### config.mk
export PLATFORM = sky130hd
export DESIGN_NAME = reg_access_ctrl
export DESIGN_NICKNAME = d
export VERILOG_FILES = /design/src/rtl/gpu_rf_pkg.sv /design/src/rtl/rf_scoreboard.sv /design/src/rtl/reg_access_ctrl.sv
export SDC_FILE = /design/constraint.sdc
export NUM_CORES = 1
export LEC_CHECK = 0
export CAP_MARGIN = 5
export CORE_AREA = 5 5 106 108
export CTS_CLUSTER_SIZE = 30
export DETAILED_ROUTE_END_ITERATION = 16
export DIE_AREA = 0 0 111 113
export PLACE_DENSITY_LB_ADDON = 0.2
export SLEW_MARGIN = 20
export SYNTH_ARGS = -nofsm -noshare
export SYNTH_HDL_FRONTEND = slang
export SYNTH_SLANG_ARGS = --single-unit
### constraint.sdc
create_clock -name clk -period 2.8 [get_ports clk]
set_input_delay 0.56 -clock clk [delete_from_list [all_inputs] [get_ports clk]]
set_output_delay 0.56 -clock clk [all_outputs]
set_load 0.01 [all_outputs]
### src/rtl/gpu_rf_pkg.sv
// Shared widths, FSM encodings and writeback payload for the per-thread
// register-file access controller.
package gpu_rf_pkg;

    localparam int unsigned DATA_W        = 16;
    localparam int unsigned ADDR_W        = 4;
    localparam int unsigned NUM_REGS      = 16;
    localparam int unsigned FIRST_SPECIAL = 13;
    localparam int unsigned STATE_W       = 2;

    localparam logic [STATE_W-1:0] IDLE  = 2'd0;
    localparam logic [STATE_W-1:0] CHECK = 2'd1;
    localparam logic [STATE_W-1:0] HOLD  = 2'd2;

    typedef struct packed {
        logic              valid;
        logic [ADDR_W-1:0] rd;
        logic [DATA_W-1:0] data;
    } wb_req_t;

    // Registers 13..15 hold block_idx/block_dim/thread_idx and are read-only.
    function automatic logic is_special(input logic [ADDR_W-1:0] addr);
        return addr >= ADDR_W'(FIRST_SPECIAL);
    endfunction

endpackage

### src/rtl/rf_scoreboard.sv
// Pending-write scoreboard: one bit per register, set wins over clear,
// read-only special registers never become pending.
module rf_scoreboard
    import gpu_rf_pkg::*;
(
    input  logic                clk,
    input  logic                reset,
    input  logic                set_en_i,
    input  logic [ADDR_W-1:0]   set_idx_i,
    input  logic                clr_en_i,
    input  logic [ADDR_W-1:0]   clr_idx_i,
    output logic [NUM_REGS-1:0] sb_o
);

    logic [NUM_REGS-1:0] sb_q;
    logic [NUM_REGS-1:0] sb_d;
    logic [NUM_REGS-1:0] special_mask;
    logic [NUM_REGS-1:0] set_mask;
    logic [NUM_REGS-1:0] clr_mask;

    always_comb begin
        special_mask = '0;
        for (int i = 0; i < int'(NUM_REGS); i++) begin
            special_mask[i] = (i >= int'(FIRST_SPECIAL));
        end
    end

    always_comb begin
        set_mask = set_en_i ? (NUM_REGS'(1) << set_idx_i) : '0;
        clr_mask = clr_en_i ? (NUM_REGS'(1) << clr_idx_i) : '0;
        sb_d     = ((sb_q & ~clr_mask) | set_mask) & ~special_mask;
    end

    always_ff @(posedge clk or posedge reset) begin
        if (reset) begin
            sb_q <= '0;
        end else begin
            sb_q <= sb_d;
        end
    end

    assign sb_o = sb_q;

endmodule

### src/rtl/reg_access_ctrl.sv
// Register-file initiator: hazard-checked operand read and LSU>ALU writeback
// arbitration. Define WB_BYPASS_EN to forward same-cycle writebacks into CHECK.
module reg_access_ctrl
    import gpu_rf_pkg::*;
(
    input  logic              clk,
    input  logic              reset,
    input  logic              issue_valid,
    output logic              issue_ready,
    input  logic [ADDR_W-1:0] issue_rs1,
    input  logic [ADDR_W-1:0] issue_rs2,
    input  logic [ADDR_W-1:0] issue_rd,
    input  logic              issue_wr,
    output logic              op_valid,
    input  logic              op_ready,
    output logic [DATA_W-1:0] op_rs1_data,
    output logic [DATA_W-1:0] op_rs2_data,
    output logic [ADDR_W-1:0] op_rd,
    input  logic              alu_wb_valid,
    output logic              alu_wb_ready,
    input  logic [ADDR_W-1:0] alu_wb_rd,
    input  logic [DATA_W-1:0] alu_wb_data,
    input  logic              lsu_wb_valid,
    output logic              lsu_wb_ready,
    input  logic [ADDR_W-1:0] lsu_wb_rd,
    input  logic [DATA_W-1:0] lsu_wb_data,
    output logic [ADDR_W-1:0] rf_A1,
    output logic [ADDR_W-1:0] rf_A2,
    output logic [ADDR_W-1:0] rf_A3,
    output logic [DATA_W-1:0] rf_WD,
    output logic              rf_we,
    output logic              rf_reg_en,
    input  logic [DATA_W-1:0] rf_RS1,
    input  logic [DATA_W-1:0] rf_RS2,
    output logic              wb_drop
);

    logic [STATE_W-1:0]  state_q, state_d;
    logic [ADDR_W-1:0]   rs1_q, rs1_d, rs2_q, rs2_d, rd_q, rd_d;
    logic                wr_q, wr_d;
    logic                op_valid_q, op_valid_d;
    logic [DATA_W-1:0]   op_rs1_q, op_rs1_d, op_rs2_q, op_rs2_d;
    logic [ADDR_W-1:0]   op_rd_q, op_rd_d;
    logic                wb_drop_q, wb_drop_d;
    logic                sb_set_en;
    logic [NUM_REGS-1:0] sb;

    wb_req_t alu_req, lsu_req, win_req;
    logic    fwd1, fwd2, haz1, haz2, hazd, hazard;

    assign alu_req = {alu_wb_valid, alu_wb_rd, alu_wb_data};
    assign lsu_req = {lsu_wb_valid, lsu_wb_rd, lsu_wb_data};

    // Fixed-priority writeback arbitration; special targets are acked but not written.
    always_comb begin
        win_req      = lsu_req.valid ? lsu_req : alu_req;
        lsu_wb_ready = lsu_req.valid;
        alu_wb_ready = alu_req.valid & ~lsu_req.valid;
        rf_A3        = win_req.valid ? win_req.rd   : '0;
        rf_WD        = win_req.valid ? win_req.data : '0;
        rf_we        = win_req.valid & ~is_special(win_req.rd);
        wb_drop_d    = win_req.valid &  is_special(win_req.rd);
    end

    always_comb begin
`ifdef WB_BYPASS_EN
        fwd1 = rf_we && (win_req.rd == rs1_q);
        fwd2 = rf_we && (win_req.rd == rs2_q);
`else
        fwd1 = 1'b0;
        fwd2 = 1'b0;
`endif
        haz1   = sb[rs1_q] & ~fwd1;
        haz2   = sb[rs2_q] & ~fwd2;
        hazd   = wr_q & sb[rd_q];
        hazard = haz1 | haz2 | hazd;
    end

    rf_scoreboard u_sb (
        .clk       (clk),
        .reset     (reset),
        .set_en_i  (sb_set_en),
        .set_idx_i (rd_q),
        .clr_en_i  (rf_we),
        .clr_idx_i (win_req.rd),
        .sb_o      (sb)
    );

    always_comb begin
        state_d    = state_q;
        rs1_d      = rs1_q;
        rs2_d      = rs2_q;
        rd_d       = rd_q;
        wr_d       = wr_q;
        op_valid_d = op_valid_q;
        op_rs1_d   = op_rs1_q;
        op_rs2_d   = op_rs2_q;
        op_rd_d    = op_rd_q;
        sb_set_en  = 1'b0;
        case (state_q)
            IDLE: begin
                if (issue_valid) begin
                    rs1_d   = issue_rs1;
                    rs2_d   = issue_rs2;
                    rd_d    = issue_rd;
                    wr_d    = issue_wr;
                    state_d = CHECK;
                end
            end
            CHECK: begin
                if (!hazard) begin
                    op_valid_d = 1'b1;
                    op_rs1_d   = fwd1 ? win_req.data : rf_RS1;
                    op_rs2_d   = fwd2 ? win_req.data : rf_RS2;
                    op_rd_d    = rd_q;
                    sb_set_en  = wr_q & ~is_special(rd_q);
                    state_d    = HOLD;
                end
            end
            HOLD: begin
                if (op_ready) begin
                    op_valid_d = 1'b0;
                    state_d    = IDLE;
                end
            end
            default: state_d = IDLE;
        endcase
    end

    always_ff @(posedge clk or posedge reset) begin
        if (reset) begin
            state_q    <= IDLE;
            rs1_q      <= '0;
            rs2_q      <= '0;
            rd_q       <= '0;
            wr_q       <= 1'b0;
            op_valid_q <= 1'b0;
            op_rs1_q   <= '0;
            op_rs2_q   <= '0;
            op_rd_q    <= '0;
            wb_drop_q  <= 1'b0;
        end else begin
            state_q    <= state_d;
            rs1_q      <= rs1_d;
            rs2_q      <= rs2_d;
            rd_q       <= rd_d;
            wr_q       <= wr_d;
            op_valid_q <= op_valid_d;
            op_rs1_q   <= op_rs1_d;
            op_rs2_q   <= op_rs2_d;
            op_rd_q    <= op_rd_d;
            wb_drop_q  <= wb_drop_d;
        end
    end

    // Reset must drop issue_ready immediately, even though state already reads IDLE.
    assign issue_ready = (state_q == IDLE) & ~reset;
    assign op_valid    = op_valid_q;
    assign op_rs1_data = op_rs1_q;
    assign op_rs2_data = op_rs2_q;
    assign op_rd       = op_rd_q;
    assign rf_A1       = rs1_q;
    assign rf_A2       = rs2_q;
    assign rf_reg_en   = (state_q == CHECK) | rf_we;
    assign wb_drop     = wb_drop_q;

endmodule

After elaboration in Yosys (flattened, before gate mapping)

Cells that the tools add are included.

Output and inout bits: 71
Logic and storage cells: 66
Bits in registers: 66
Input bits: 91

Bitwise gates (word level): 17
Magnitude comparators: 5
Multiplexer cells: 20
Reduce and logical (&&, ||, !) cells: 6
Eq/ne operators: 5
Shift-type cells: 2

Operator list:

| kind                                                       | number |
|---|---|
| 2-to-1 mux 13 bit                                          | 2 |
| << shifter 1 x 4 -> 13 bit, first input constant           | 2 |
| 2-to-1 mux 21 bit                                          | 1 |
| 2-to-1 mux 16 bit                                          | 1 |
| less-than comparator 4 x 5 -> 1 bit, second input constant | 3 |
| bitwise AND 13 bit                                         | 1 |
| NOT 13 bit                                                 | 1 |
| bitwise OR 13 bit                                          | 1 |
| binary-select mux 1 bit (select 4 bit)                     | 3 |
| >= comparator 4 bit, second input constant                 | 2 |
| 2-to-1 mux 1 bit                                           | 7 |
| bitwise AND 1 bit                                          | 6 |
| 2-to-1 mux 2 bit                                           | 3 |
| != test 2 bit, second input constant                       | 3 |
| one-hot mux 2 bit (3 select lines)                         | 1 |
| AND reduction 3 bit                                        | 2 |
| NOT 1 bit                                                  | 5 |
| 2-to-1 mux 4 bit                                           | 1 |
| AND reduction 2 bit                                        | 2 |
| bitwise OR 1 bit                                           | 3 |
| equality test 2 x 1 -> 1 bit, second input constant        | 1 |
| equality test 2 bit, second input constant                 | 1 |
| zero test 2 bit                                            | 1 |
| one-hot mux 1 bit (2 select lines)                         | 1 |
| nonzero test 2 bit                                         | 1 |

Depth between registers and ports, before layout

Depth after elaboration: 8
Gate-level depth with buffers: 9
Gate-level depth less buffers: 6

Modules after synthesis

From an unflattened synthesis, not the netlist that was laid out.

Cell total of the unflattened synthesis: 278
Area total of the unflattened synthesis: 3325.7 um^2

By module, submodules not included:

| module          | sequential area each (um^2) | cells each | instances | area an instance (um^2) |
|---|---|---|---|---|
| reg_access_ctrl | 1326.3                      | 215        | 1         | 2726.4 |
| rf_scoreboard   | 325.3                       | 63         | 1         | 599.3 |

Worst setup path after synthesis

OpenSTA, ideal clock, no wires.

Path kind: in2out
Start point: input lsu_wb_valid
End point: output rf_A3[1]
Path slack: 0.302 ns
Stages: 6
Path buffers: 4
Data required time: 2.240 ns
Data arrival time: 1.938 ns
Cells stage by stage: clkbuf_1 -> clkbuf_1 -> buf_1 -> buf_1 -> nor2_1 -> nor2_1

Longest elaborated chain between the ends: 2

Ends and longest elaborated chain:

| what              | RTL line              | source |
|---|---|---|
| start, declared   | reg_access_ctrl.sv:23 | `input logic lsu_wb_valid,` |
| 2-to-1 mux 21 bit | reg_access_ctrl.sv:56 | `win_req = lsu_req.valid ? lsu_req : alu_req;` |
| 2-to-1 mux 4 bit  | reg_access_ctrl.sv:59 | `rf_A3 = win_req.valid ? win_req.rd : '0;` |
| end, declared     | reg_access_ctrl.sv:29 | `output logic [ADDR_W-1:0] rf_A3,` |

Every way passes these cells.

Final worst setup path

Start point: input alu_wb_valid
End point: output rf_WD[10]

Longest elaborated chain between the ends: 2

Ends and longest elaborated chain:

| what              | RTL line              | source |
|---|---|---|
| start, declared   | reg_access_ctrl.sv:19 | `input logic alu_wb_valid,` |
| 2-to-1 mux 21 bit | reg_access_ctrl.sv:56 |  |
| 2-to-1 mux 16 bit | reg_access_ctrl.sv:60 | `rf_WD = win_req.valid ? win_req.data : '0;` |
| end, declared     | reg_access_ctrl.sv:30 | `output logic [DATA_W-1:0] rf_WD,` |

Every way passes these cells.

==> out/results.txt <==
largest delay contributor family on the critical path -> buffers and inverters
post-synthesis cell type count -> 51
YS warnings -> 0
crit end category -> primary output
worst r2r path cells -> 7
DR DRC count -> 0
TritonCTS clock tree -> yes
DP Area -> 0.00545 mm^2
setup slack, reg-to-reg -> 0.43 ns
Avg Cell Area, Syn -> 12.1 um^2
share of flip-flops with an asynchronous set or reset -> 100%
Hold Startpoint -> op_rs2_data[15]$_DFFE_PP0P_
diodes inserted -> 0
H-tree Lvls -> 3
worst hold path type -> reg2reg
IO buf count -> 161
top cell type's share of synthesized area -> 45.4%
hold endpoint -> op_rs2_data[15]$_DFFE_PP0P_
commonest non-fill, non-tap cells in the layout -> clkdlybuf4s50_1 (153), dfrtp_1 (66), mux2_4 (30)
most frequent CP cell -> clkdlybuf4s50_1
Primary FF master, synth -> dfrtp_1
sequential element share of the synthesized area -> 45.4%
root buffer cell -> clkbuf_8
GRT Util Overall -> 17.0%
wire per inst -> 17.4 um
Synth Instances -> 300
critical path peak fanout -> 10
clk sinks -> 66
core area -> 0.0101 mm^2
RR Startpoint -> rd_q[1]$_DFFE_PP0P_
max-capacitance violation count -> 0
Die Span Y -> 113 um
# setup viols final -> 0
GR Overflow Total -> 0
fin nets -> 571
Cell Chain, Critical Path -> clkdlybuf4s50_1 > inv_1 > nor2_4 > buf_6 > a22o_1 > clkdlybuf4s50_1
crit path buf inv count -> 4
area grow syn2layout -> 57.6%
final instance area -> 0.00573 mm^2
Setup crit start kind -> primary input
Initial Utilization -> 35.9%
clk buf depth -> 2
critical path class -> in2out
hold path depth -> 1
Mapped Nets -> 391
DPL Wire Length -> 8100 um
dominant cells by area after synthesis -> dfrtp_1 (45%), mux2_4 (12%), mux2_2 (7.1%), mux2i_1 (4.4%), a22o_1 (4.1%)
Post-synth EDFFs -> 0
CP max-delay cell -> clkdlybuf4s50_1
initial antenna violation count -> 0
I/O pin count -> 162
power density cells -> 1030 mW/mm^2
minimum clock period -> 2.75 ns
commonest non-fill, non-tap cell in the layout -> clkdlybuf4s50_1
crit-path max cell delay -> 0.55 ns
clock slew at reported path FFs -> 0.07 ns
largest net degree at the start of global routing -> 30
fin. max-slew vios -> 0
Yosys reg bits -> 66
RePlAce Congestion -> 0.840
fmax -> 0.364 GHz
Die ar. -> 0.0125 mm^2
outcome -> completed
routed vias -> 3111
Reg-to-Reg End -> op_rs2_data[8]$_DFFE_PP0P_
final cycle utilization of the critical path -> 98.1%
Iter 0 DRT Violations -> 100
Rel. slew slack -> 59.5%
post-layout util -> 56.5%
Post-DRT Antenna Nets -> 0
routed vias/inst -> 5.01
vias in the first global route -> 3334
total clock buffers created by CTS -> 9
worst slew pin tran -> 0.607 ns
Synth area leader -> dfrtp_1
drt total wl -> 10800 um
VDD IR max -> 0.000586 V
Leak -> 2.44 nW
worst clock skew -> 0.00933 ns
first-pass GRT wire length -> 17100 um
layout cells sized above 1 -> 22.3%
Data required, critical path -> 2.24 ns
post-synthesis cell area -> 0.00364 mm^2
die width -> 111 um
DR pass1 iterations -> 4
worst-skew pair later-pin latency -> 0.34 ns
crit path DAT -> 2.19 ns
Overall Power -> 0.00592 W
unrepaired setup endpoints after global routing -> no
std cell rows -> 37
Hold Vio Cnt, Final -> 0
-- cell usage after synthesis, drive strengths merged (3+ instances only) --
master / count
nand3: 11
mux2i: 16
o21ai: 21
o31ai: 9
nand2b: 6
a22o: 18
mux2: 53
buf: 10
inv: 7
nor2: 11
nand3b: 6
a21oi: 3
nor3: 5
dfrtp: 66
clkbuf: 9
nand2: 20
-- layout make-up --
class,instances,area [um^2]
clock inverter,2,35.0
multi-input combinational,208,1810
fill,888,4410
inverter,7,26.3
sequential,66,1650
tap,136,170
timing repair buffer,188,1870
clock buffer,14,163
-- metrics by stage --
stage	worst slack [ns]	TNS [ns]	instances	hold slack, ns
floorplan	0.302	0	300	0.505
global placement	-0.215	-1.09	599	0.492
detailed placement	-0.267	-1.47	599	0.495
CTS	0.00429	0	616	0.511
global route	0.0236	0	621	0.530
finish	0.0521	0	621	0.508
-- cell families (layout without fill, tap and decap cells) --
logic type             Yosys count  count (layout)  share of synthesized area [%]
AOI/OAI and AO/OA               66              66                           13.3
DFF                             66              66                           45.4
buffers and inverters           26             211                           5.23
muxes                           71              71                           25.2
and+or+nand+nor                 71              71                           10.9
-- report_power, final --
part           internal [W]  switching, W  leakage [nW]
Combinational       0.00195       0.00122          1.54
Sequential          0.00143      0.000510         0.801
Clock              0.000460      0.000354         0.101
-- worst max path at each step --
stage | from | endpoint | slack [ns] | cells past startpoint
after floorplan | lsu_wb_valid | rf_A3[1] | 0.30 | 6
after global placement | lsu_wb_valid | rf_reg_en | -0.22 | 7
after detailed placement | lsu_wb_valid | rf_reg_en | -0.27 | 7
after CTS | lsu_wb_valid | rf_WD[11] | 0.004 | 6
after global routing | alu_wb_valid | rf_WD[4] | 0.02 | 6
final | alu_wb_valid | rf_WD[10] | 0.05 | 6
-- state kept, by name, summed over array words and instances (netlist names) --
| signal | cells |
|---|---|
| wb_drop | 1 |
| u_sb.sb_o | 13 |
| rf_A2 | 4 |
| state_q | 2 |
| rd_q | 4 |
| op_rd | 4 |
| rf_A1 | 4 |
| op_rs2_data | 16 |
| op_valid | 1 |
| wr_q | 1 |
| op_rs1_data | 16 |
-- repair_timing --
item                                    in CTS  in global routing
pin swaps                                    1                  2
buffers inserted                             0                  5
hold buffers                                 0                  0
resized for setup                           10                  5
endpoints found under the setup margin      20                 19
gates cloned                                 1                  0
endpoints found under the hold margin        0                  0
-- routing by layer --
metal	GRT usage [%]	wire [um]	up-vias
met3	6.04	639	16
met5	0	0	-
li1	-	-	1475
met4	4.02	166	0
met2	29.4	5570	99
met1	20.4	4430	1521
No activity file was read; power rests on OpenSTA's default activity.
